`src/rtl/iot_sensor_pkg.sv`:
```
// Purpose: shared types and constants for the sensor subsystem I2C arbiter.
// Latency: n/a (declarations only).
// Backpressure: n/a.
// Contents: arbiter FSM state enum, default arbiter sizing, requester index map.
package iot_sensor_pkg;

  typedef enum logic [1:0] {
    ARB_IDLE    = 2'd0,
    ARB_ISSUE   = 2'd1,
    ARB_WAIT    = 2'd2,
    ARB_RELEASE = 2'd3
  } arb_state_e;

  localparam int I2C_ARB_NUM_REQ = 3;
  localparam int I2C_ARB_XFERS   = 2;
  // 1 ms at 100 MHz
  localparam int I2C_ARB_TIMEOUT = 100000;

  // Requester slots on the arbiter
  localparam int REQ_TEMP = 0;
  localparam int REQ_HUM  = 1;
  localparam int REQ_PRES = 2;

endpackage

```
`src/rtl/rr_priority_picker.sv`:
```
// Purpose: round-robin pick of the first set pending bit at or after ptr (wrapping).
// Latency: purely combinational.
// Backpressure: none; the caller decides when to consume the winner.
// Ports: pending (request vector), ptr (search start index),
//        winner (one-hot), winner_idx (binary), valid (any pending).
module rr_priority_picker #(
  parameter int NUM_REQ = 3,
  parameter int PW      = $clog2(NUM_REQ)
) (
  input  logic [NUM_REQ-1:0] pending,
  input  logic [PW-1:0]      ptr,
  output logic [NUM_REQ-1:0] winner,
  output logic [PW-1:0]      winner_idx,
  output logic               valid
);

  logic [PW-1:0] idx;

  always_comb begin
    winner     = '0;
    winner_idx = '0;
    valid      = 1'b0;
    idx        = '0;
    // Walk NUM_REQ slots starting at ptr; the first hit wins.
    for (int k = 0; k < NUM_REQ; k++) begin
      idx = PW'((int'(ptr) + k) % NUM_REQ);
      if (!valid && pending[idx]) begin
        winner[idx] = 1'b1;
        winner_idx  = idx;
        valid       = 1'b1;
      end
    end
  end

endmodule

```
`src/rtl/i2c_bus_arbiter.sv`:
```
// Purpose: shares one I2C master among NUM_REQ sensor interfaces, round-robin, XFERS_PER_GRANT bytes per grant.
// Latency: req_start in cycle 0 (arbiter idle) -> grant and m_start in cycle 2; next byte starts 1 cycle after m_done.
// Backpressure: requests are latched as pending and held until granted; hung transfers are aborted by a watchdog.
// Ports: req_* (per-requester start pulse, packed addr/dir/wdata), rsp_* (read data passthrough,
//        done/ack_error routed to the owner), grant/busy/timeout_err status, m_* (I2C master side).
module i2c_bus_arbiter
  import iot_sensor_pkg::*;
#(
  parameter int NUM_REQ         = I2C_ARB_NUM_REQ,
  parameter int XFERS_PER_GRANT = I2C_ARB_XFERS,
  parameter int TIMEOUT_CYCLES  = I2C_ARB_TIMEOUT
) (
  input  logic                   clk,
  input  logic                   rst_n,
  input  logic [NUM_REQ-1:0]     req_start,
  input  logic [NUM_REQ*7-1:0]   req_slave_addr,
  input  logic [NUM_REQ-1:0]     req_read_write_n,
  input  logic [NUM_REQ*8-1:0]   req_write_data,
  output logic [7:0]             rsp_read_data,
  output logic [NUM_REQ-1:0]     rsp_done,
  output logic [NUM_REQ-1:0]     rsp_ack_error,
  output logic [NUM_REQ-1:0]     grant,
  output logic                   busy,
  output logic                   timeout_err,
  output logic                   m_start,
  output logic [6:0]             m_slave_addr,
  output logic                   m_read_write_n,
  output logic [7:0]             m_write_data,
  input  logic [7:0]             m_read_data,
  input  logic                   m_done,
  input  logic                   m_ack_error
);

  localparam int PW = $clog2(NUM_REQ);
  localparam int XW = $clog2(XFERS_PER_GRANT + 1);
  localparam int WW = $clog2(TIMEOUT_CYCLES);

  arb_state_e           state;
  logic [NUM_REQ-1:0]   pending;
  logic [PW-1:0]        rr_ptr;
  logic [PW-1:0]        owner;
  logic [XW-1:0]        xfer_cnt;
  logic [WW-1:0]        watchdog;

  logic [NUM_REQ-1:0]   pick_onehot;
  logic [PW-1:0]        pick_idx;
  logic                 pick_valid;

  rr_priority_picker #(
    .NUM_REQ (NUM_REQ),
    .PW      (PW)
  ) u_picker (
    .pending    (pending),
    .ptr        (rr_ptr),
    .winner     (pick_onehot),
    .winner_idx (pick_idx),
    .valid      (pick_valid)
  );

  always_ff @(posedge clk or negedge rst_n) begin
    if (!rst_n) begin
      state          <= ARB_IDLE;
      pending        <= '0;
      rr_ptr         <= '0;
      owner          <= '0;
      xfer_cnt       <= '0;
      watchdog       <= '0;
      grant          <= '0;
      timeout_err    <= 1'b0;
      m_start        <= 1'b0;
      m_slave_addr   <= '0;
      m_read_write_n <= 1'b1;
      m_write_data   <= '0;
    end else begin
      m_start     <= 1'b0;
      timeout_err <= 1'b0;
      // New pulses always land in pending, including from the current owner,
      // so a re-request is queued behind everyone else already waiting.
      pending     <= pending | req_start;

      case (state)
        ARB_IDLE: begin
          if (pick_valid) begin
            grant          <= pick_onehot;
            owner          <= pick_idx;
            m_slave_addr   <= req_slave_addr[int'(pick_idx)*7 +: 7];
            m_read_write_n <= req_read_write_n[pick_idx];
            m_write_data   <= req_write_data[int'(pick_idx)*8 +: 8];
            pending        <= (pending & ~pick_onehot) | req_start;
            xfer_cnt       <= '0;
            m_start        <= 1'b1;
            state          <= ARB_ISSUE;
          end
        end

        ARB_ISSUE: begin
          watchdog <= '0;
          state    <= ARB_WAIT;
        end

        ARB_WAIT: begin
          if (m_ack_error) begin
            state <= ARB_RELEASE;
          end else if (m_done) begin
            if (xfer_cnt < XW'(XFERS_PER_GRANT - 1)) begin
              xfer_cnt <= xfer_cnt + 1'b1;
              m_start  <= 1'b1;
              state    <= ARB_ISSUE;
            end else begin
              state <= ARB_RELEASE;
            end
          end else if (watchdog == WW'(TIMEOUT_CYCLES - 1)) begin
            // Grant is still held during RELEASE, so the pulse reaches the owner.
            timeout_err <= 1'b1;
            state       <= ARB_RELEASE;
          end else if (watchdog != '1) begin
            watchdog <= watchdog + 1'b1;
          end
        end

        ARB_RELEASE: begin
          grant  <= '0;
          rr_ptr <= (owner == PW'(NUM_REQ - 1)) ? '0 : owner + PW'(1);
          state  <= ARB_IDLE;
        end

        default: state <= ARB_IDLE;
      endcase
    end
  end

  assign busy          = (state != ARB_IDLE);
  assign rsp_read_data = m_read_data;
  assign rsp_done      = {NUM_REQ{m_done}} & grant;
  assign rsp_ack_error = ({NUM_REQ{m_ack_error}} & grant) | ({NUM_REQ{timeout_err}} & grant);

endmodule

```
`config.mk`:
```
export PLATFORM = sky130hd
export DESIGN_NAME = i2c_bus_arbiter
export DESIGN_NICKNAME = d
export VERILOG_FILES = /design/src/rtl/iot_sensor_pkg.sv /design/src/rtl/rr_priority_picker.sv /design/src/rtl/i2c_bus_arbiter.sv
export SDC_FILE = /design/constraint.sdc
export NUM_CORES = 1
export LEC_CHECK = 0
export CAP_MARGIN = 20
export CORE_MARGIN = 5
export CORE_UTILIZATION = 40
export DETAILED_ROUTE_END_ITERATION = 8
export PLACE_DENSITY_LB_ADDON = 0.2
export SKIP_LAST_GASP = 1
export SLEW_MARGIN = 10
export SYNTH_ARGS = -nofsm -noshare
export SYNTH_HDL_FRONTEND = slang
export SYNTH_HIERARCHICAL = 1
export SYNTH_SLANG_ARGS = --single-unit
```
`constraint.sdc`:
```
create_clock -name clk -period 6 [get_ports clk]
set_input_delay 1.2 -clock clk [delete_from_list [all_inputs] [get_ports clk]]
set_output_delay 1.2 -clock clk [all_outputs]
set_load 0.03 [all_outputs]
```
==> results of run 1 <==
[routing by layer]
metal	up-vias	share of wire, %	GRT usage (%)
met5	-	0	0
met4	0	2.2	5.32
met3	14	6.7	4.36
met2	103	48	27.9
met1	1324	43	22.6
li1	1385	-	-
[worst reg2reg max path, cell delays in order, from the launching register on]
cell and delay, ns:
dfrtp_1 0.40, inv_1 0.07, ha_1 0.29, nand2b_1 0.25, nand2_1 0.11, nor2_1 0.04
o21ai_0 0.38, nor3b_2 0.71, buf_4 0.41, mux2_2 0.37
[worst max-delay path by stage]
stage | end | slack [ns] | depth (start not counted)
after floorplan | rsp_ack_error[0] | 3.10 | 2
after global placement | rsp_ack_error[0] | 2.13 | 4
after detailed placement | rsp_ack_error[2] | 2.06 | 4
after CTS | rsp_ack_error[2] | 2.06 | 4
after global routing | rsp_ack_error[2] | 2.00 | 4
final | rsp_ack_error[2] | 2.07 | 4
[kinds of logic after synthesis]
logic type	after synthesis	share of synthesized area, %
AO/OA/AOI/OAI	92	19.1
adder cells (fa/ha/maj)	7	2.84
flip-flops	49	39.7
buffers and inverters	38	6.36
AND/OR/NAND/NOR	141	23.3
multiplexers	26	8.67
[state kept, by name (all words and copies together), names as in the netlist]
name,count
watchdog,17
m_write_data,8
m_slave_addr,7
grant,3
pending,3
owner,2
rr_ptr,2
state,2
xfer_cnt,2
m_read_write_n,1
m_start,1
timeout_err,1
[placed cells by master, fill, tap and decap left out, types with 2 or more instances in the layout]
master and count:
a211oi_1 3, a21o_1 6, a21oi_1 38, a22oi_1 3
a31o_2 2, a31oi_1 8, a32o_1 2, and2_1 5
and3_1 3, and4_1 2, buf_4 5, clkbuf_8 6
clkdlybuf4s50_1 81, dfrtp_1 48, ha_1 7, inv_1 8
mux2_2 3, mux2i_1 22, nand2_1 39, nand2b_1 5
nand3_1 11, nand4_1 4, nor2_1 40, nor2b_1 7
nor3_1 7, nor4b_1 2, o211ai_1 3, o21a_1 2
o21ai_0 11, o221ai_1 2, o2bb2ai_1 2, or4_1 3
[per-stage QoR]
| step | std cells | total power [mW] |
|---|---|---|
| final | 520 | 2.02 |
| after detailed placement | 511 | 1.78 |
| after global placement | 511 | 1.76 |
| after global routing | 520 | 2.20 |
| after CTS | 519 | 2.03 |
| after floorplan | 353 | 1.41 |
[report_power, final]
part | internal (mW) | leakage, nW | switching [mW]
Combinational | 0.511 | 0.965 | 0.720
Clock | 0.136 | 0.0585 | 0.113
Sequential | 0.438 | 0.612 | 0.102
Total | 1.08 | 1.64 | 0.935
[final cells by class]
| type | count | area, um^2 | area share, % |
|---|---|---|---|
| Inverter | 8 | 30.0 | 0.746 |
| Sequential cell | 49 | 1230 | 30.5 |
| Timing Repair Buffer | 87 | 853 | 21.2 |
| Multi-Input combinational cell | 266 | 1670 | 41.5 |
| Clock buffer | 7 | 86.3 | 2.14 |
| Tap cell | 102 | 128 | 3.17 |
| Clock inverter | 1 | 30.0 | 0.746 |
==> results.md, run 1 <==
* Status: finished, final reports clean
* Required time of the worst setup path at about 4.8 ns
* EDFF count, synth at 0
* PortBufs at 82
* Final setup violation count at 0
* Sum of overflow across all layers after global routing at 0
* Postcts setup bufs at 0
* Total wire length at 8.13 mm
* # diodes at 0
* Post-synth design cell area at approximately 3000 um^2
* Crit Path Max Fanout at 6
* Filler Cell Count at approximately 730
* Number of top-level pins at between 90 and 100
* Worst setup margin at just over 2 ns
* Final std cell area, no fill at slightly above 4000 um^2
* Post-cts repair resize count at 0
* Count of standard-cell rows at 32
* Cell taking the most area after synthesis: dfrtp_1
* Capturing element type of the critical path: output port
* Number of violations reported at the end of detailed-routing iteration 0 at 158
* Endpoint of the worst hold-timing path: rr_ptr[0]
* Final hold violations at 0
* Worst hold slack at about 0.47 ns
* Number of nets at the end of the flow at slightly below 500
* Final slew viol count at 0
* Vertical die dimension at 97.9 um
* Worst rel slew slack at between 50% and 60%
* Final period utilization at between 60 and 70%
* Clk sinks at 49
* Power density of the placed cells at around 500 nW/um^2
* Number of remaining DRC errors at 0
* Crit path max-delay family: buffers and inverters
* Synthesis Warnings at 6
* Primary FF master, synth: dfrtp_1
* Number of detailed-routing iterations run before antenna repair at 4
* Delay of the slowest critical-path stage at between 0.6 and 0.7 ns
* Floorplan Core Area at approximately 7600 um^2
* Average instance area after synthesis at between 8 and 9 um^2
* Most frequent cell after synthesis: dfrtp_1
* Transition time at the pin with the least slew margin at ~0.74 ns
* Depth of the most critical reg-to-reg path at 9
* Post-detailed-placement cell area at 3900 um^2
* Net count of the mapped netlist at approximately 420
* Detail-routed via count per cell at roughly 5.4
* Clock Skew at between 0.005 and 0.006 ns
* Cells along the critical path: clkdlybuf4s50_1 > nor2_1 > nor2b_1 > clkdlybuf4s50_1
* Clock transition at path regs at 0.09 ns
* Crit path launch type: input pin
* Post-detail-place hpwl at 5.97 mm
* Total via count in the routed design at between 2000 and 3000
* Synthesized instance count at between 300 and 400
* Layout cells sized above 1 at ~6.9%
* Critical R2R Capture: owner[1]
* Number of CTS-inserted buffers at 5
* Global-route wire length before repair at between 10 and 15 mm
* Cells on Worst Hold Path at 1
* Critical setup path kind: in -> out
* Period minus WS final at 3.93 ns
* Post-synthesis register bit count at 49
* Clk Latency, worst-skew pair at slightly above 0.3 ns
* Sequential share of the synthesized area at between 30% and 40%
* Top cell type's share of synthesized area at around two fifths
* Via count of the first global-routing pass at about 2800
* Launching element of the worst setup path: m_ack_error
* Top cells by instance count after synthesis: 48 x dfrtp_1, 40 x nor2_1, 39 x nand2_1
* Antenna violations before repair at 0
* TritonCTS clock tree: built
* Final Wtd Congestion at 0.877
* Die width at slightly below 100 um
* Critical hold path startpoint: owner[1]
* Worst setup slack before clock tree synthesis at 2.06 ns
* Proportion of register bits with asynchronous set or reset after synthesis at 100%
* Most used cell along the critical path: clkdlybuf4s50_1
* Area added between synthesis and finish at 30.3%
* Worst min-delay path category: reg -> reg
* RR Startpoint: rr_ptr[1]
* Worst path arrival time at ~2.7 ns
* Number of hold-repair buffers added at the cts stage at 0
* Global-route usage over all layers at approximately 17%
* Maximum number of pins on one net before global-route repair at 50
* Leading cell types by total area after synthesis: dfrtp_1 39%, mux2i_1 7.1%, a21oi_1 6.2%
* Upper clock frequency limit at 254 MHz
* Die Footprint at 9580 um^2
* Total buffers and inverters traversed by the critical path at 2
* Final TNS setup at 0 ns
* Clock Tree Buf Depth at 2
* Register-to-register path setup slack at around 2.9 ns
* Antenna Nets Post-Route at 0
* Maximum vdd ir drop at around 0.00021 V
* CTS H-Tree Depth at 2
* Effective utilization at floorplan at between 40 and 50%
* Final design utilization at 52.9%
* Root Driver: clkbuf_8
* Routed wire length per instance at 15.6 um
* Distinct cell type count after synthesis at 60
* Setup repair after global routing missed its margin: false
* Max-cap viol count at 0
* Leak Pwr at 1.64 nW
* Standard cell with the maximum stage delay on the critical path: clkdlybuf4s50_1
Power figures use the tool's default switching activity.
==> inputs of run 2 (changes only) <==
clock period = 3.2 ns   (was 6 ns; I/O delays follow)
==> run 2 against run 1 <==
  * Power rose by 90%
  * Largest cell class unchanged
  * Die area stayed put
  * Critical path depth did not move
  * Combinational power up 93%
  * Sequential share of layout area decreased by 0.28 points
==> results.md, run 2 (synthesis results as in run 1) <==
* Antenna violations before repair at 0 (unchanged)
* Combinational power share at 62.1% (+1.2 points)
* Clock transition at path regs at 0.09 ns (about the same)
* Worst path arrival time at 2.14 ns (-0.59 ns)
* Leading cell type in the layout, fill and taps excluded: clkdlybuf4s50_1
* Clk Latency, worst-skew pair at 0.30 ns (about the same)
* Number of CTS-inserted buffers at 5 (unchanged)
* Maximum vdd ir drop at 0.000539 V (+150%)
* Final hold violations at 0 (unchanged)
* Global-route usage over all layers at 17.5% (+0.34 points)
* Top library cells by usage in the layout, fill and taps aside: 81 x clkdlybuf4s50_1, 48 x dfrtp_1, 40 x nor2_1, 39 x nand2_1, 38 x a21oi_1
* Number of top-level pins at 99 (unchanged)
* Clock Tree Buf Depth at 2 (unchanged)
* Layout cells sized above 1 at 8.04% (+1.1 points)
* Power share of the sequential group at 25.7% (-1.0 points)
* Routed wire length per instance at 15.6 um (about the same)
* Total via count in the routed design at 2876 (+1.8%)
* Internal power at 2.06 mW (+90%)
* Clock Skew at 0.00885 ns (+0.00335 ns)
* CTS H-Tree Depth at 2 (unchanged)
* Required time of the worst setup path at 2.56 ns (-2.24 ns)
* Total buffers and inverters traversed by the critical path at 2 (unchanged)
* Global-route wire length before repair at 13.9 mm (+2.1%)
* Crit path launch type: input pin
* Leading registers by flop count: watchdog: 17 flops, m_write_data: 8 flops, m_slave_addr: 7 flops
* Vertical die dimension at 97.9 um (unchanged)
* Final setup violation count at 0 (unchanged)
* Delay of the slowest critical-path stage at 0.60 ns (-0.08 ns)
* Largest register FFs at 17 (unchanged)
* Power density of the placed cells at 943 nW/um^2 (+88%)
* Effective utilization at floorplan at 40.6% (unchanged)
* Status: finished, final reports clean
* Final non-filler cell total at 525 (+0.96%)
* Reported net switching power at 1.77 mW (+89%)
* Number of remaining DRC errors at 0 (unchanged)
* Die Footprint at 9580 um^2 (unchanged)
* Number of cells after detailed placement at 516 (+0.98%)
* Upper clock frequency limit at roughly 360 MHz
* Crit Path Max Fanout at 6 (unchanged)
* Via count of the first global-routing pass at 2880 (+4.0%)
* Period minus WS final at 2.78 ns
* Crit path max-delay family: buffers and inverters
* Leak Pwr at 1.66 nW (+1.6%)
* # diodes at 0 (unchanged)
* Die width at 97.9 um (unchanged)
* Number of detailed-routing iterations run before antenna repair at 5 (+1)
* Sum of overflow across all layers after global routing at 0 (unchanged)
* Count of standard-cell rows at 32 (unchanged)
* Final Wtd Congestion at 0.864 (-1.5%)
* Post-detail-place hpwl at 6.09 mm (+2.1%)
* Capturing element type of the critical path: output port
* PortBufs at 82 (unchanged)
* Cells along the critical path: clkdlybuf4s50_1 > nor2_1 > nor2b_1 > clkdlybuf4s50_1
* Number of violations reported at the end of detailed-routing iteration 0 at 154 (-2.5%)
* Max-cap viol count at 0 (unchanged)
* Final TNS setup at 0 ns (unchanged)
* Maximum number of pins on one net before global-route repair at 27 (-46%)
* Standard cell with the maximum stage delay on the critical path: clkdlybuf4s50_1
* Sw frac at 46.2% (-0.078 points)
* Clock group share of total power at 12.2% (-0.2 points)
* Setup repair after global routing missed its margin: false
* Worst min-delay path category: in -> async
* Number of hold-repair buffers added at the cts stage at 0 (unchanged)
* Final period utilization at 86.8%
* Most flops, register: watchdog
* Critical setup path kind: in -> out
* TritonCTS clock tree: built
* Total wire length at 8.21 mm (+0.97%)
* Antenna Nets Post-Route at 0 (unchanged)
* Final slew viol count at 0 (unchanged)
* Root Driver: clkbuf_8
* Worst rel slew slack at 59.5% (+9.3 points)
* Area added between synthesis and finish at 31.5%
* Postcts setup bufs at 0 (unchanged)
* Number of nets at the end of the flow at 492 (+1.0%)
* Floorplan Core Area at 7610 um^2 (unchanged)
* Transition time at the pin with the least slew margin at 0.607 ns (-0.136 ns)
* Most used cell along the critical path: clkdlybuf4s50_1
* Detail-routed via count per cell at 5.48 (+0.80%)
* Post-cts repair resize count at 0 (unchanged)
* Clk sinks at 49 (unchanged)
-- run 2: cell type report --
| type | instances | area, um^2 |
|---|---|---|
| Clock inverter | 1 | 30.0 |
| Clock buffer | 7 | 86.3 |
| Timing Repair Buffer | 92 | 891 |
| Inverter | 8 | 30.0 |
| Tap cell | 102 | 128 |
| Sequential cell | 49 | 1230 |
| Fill cell | 712 | 3540 |
| Multi-Input combinational cell | 266 | 1670 |
-- run 2: per-layer routing --
metal / routed length, um / track usage, %
met4: 112 / 5.22
met1: 3590 / 22.4
met3: 476 / 4.21
met5: 0 / 0
met2: 4030 / 29.5
-- run 2: worst paths after layout --
check	startpoint	to	slack, ns	depth (start not counted)
worst max-delay path	m_ack_error	rsp_ack_error[2]	0.42	4
worst min-delay path	rst_n	m_slave_addr[1]	0.33	1
worst max register to register	watchdog[1]	watchdog[1]	0.58	9
worst min register to register	owner[1]	rr_ptr[0]	0.48	1
max in group asynchronous	rst_n	pending[0]	2.23	2
min in group clk	owner[1]	rr_ptr[0]	0.48	1
-- run 2: metrics by stage --
step	utilization [%]	setup WS [ns]	total power [mW]	area, um^2	hold WS [ns]
after CTS	53.3	0.291	3.84	4060	0.347
final	53.4	0.423	3.83	4060	0.334
after global routing	53.4	0.323	4.16	4060	0.373
after detailed placement	51.8	0.291	3.37	3940	0.464
after floorplan	-	0.674	2.64	3090	0.344
after global placement	51.8	0.372	3.33	3940	0.451
-- run 2: power groups by stage --
| stage | Sequential (mW) | Clock (mW) | Combinational [mW] |
|---|---|---|---|
| global placement | 0.985 | 0 | 2.34 |
| detailed placement | 0.995 | 0 | 2.37 |
| CTS | 0.985 | 0.479 | 2.38 |
| floorplan | 1.20 | 0 | 1.44 |
| finish | 0.984 | 0.467 | 2.38 |
| global route | 1.01 | 0.506 | 2.64 |
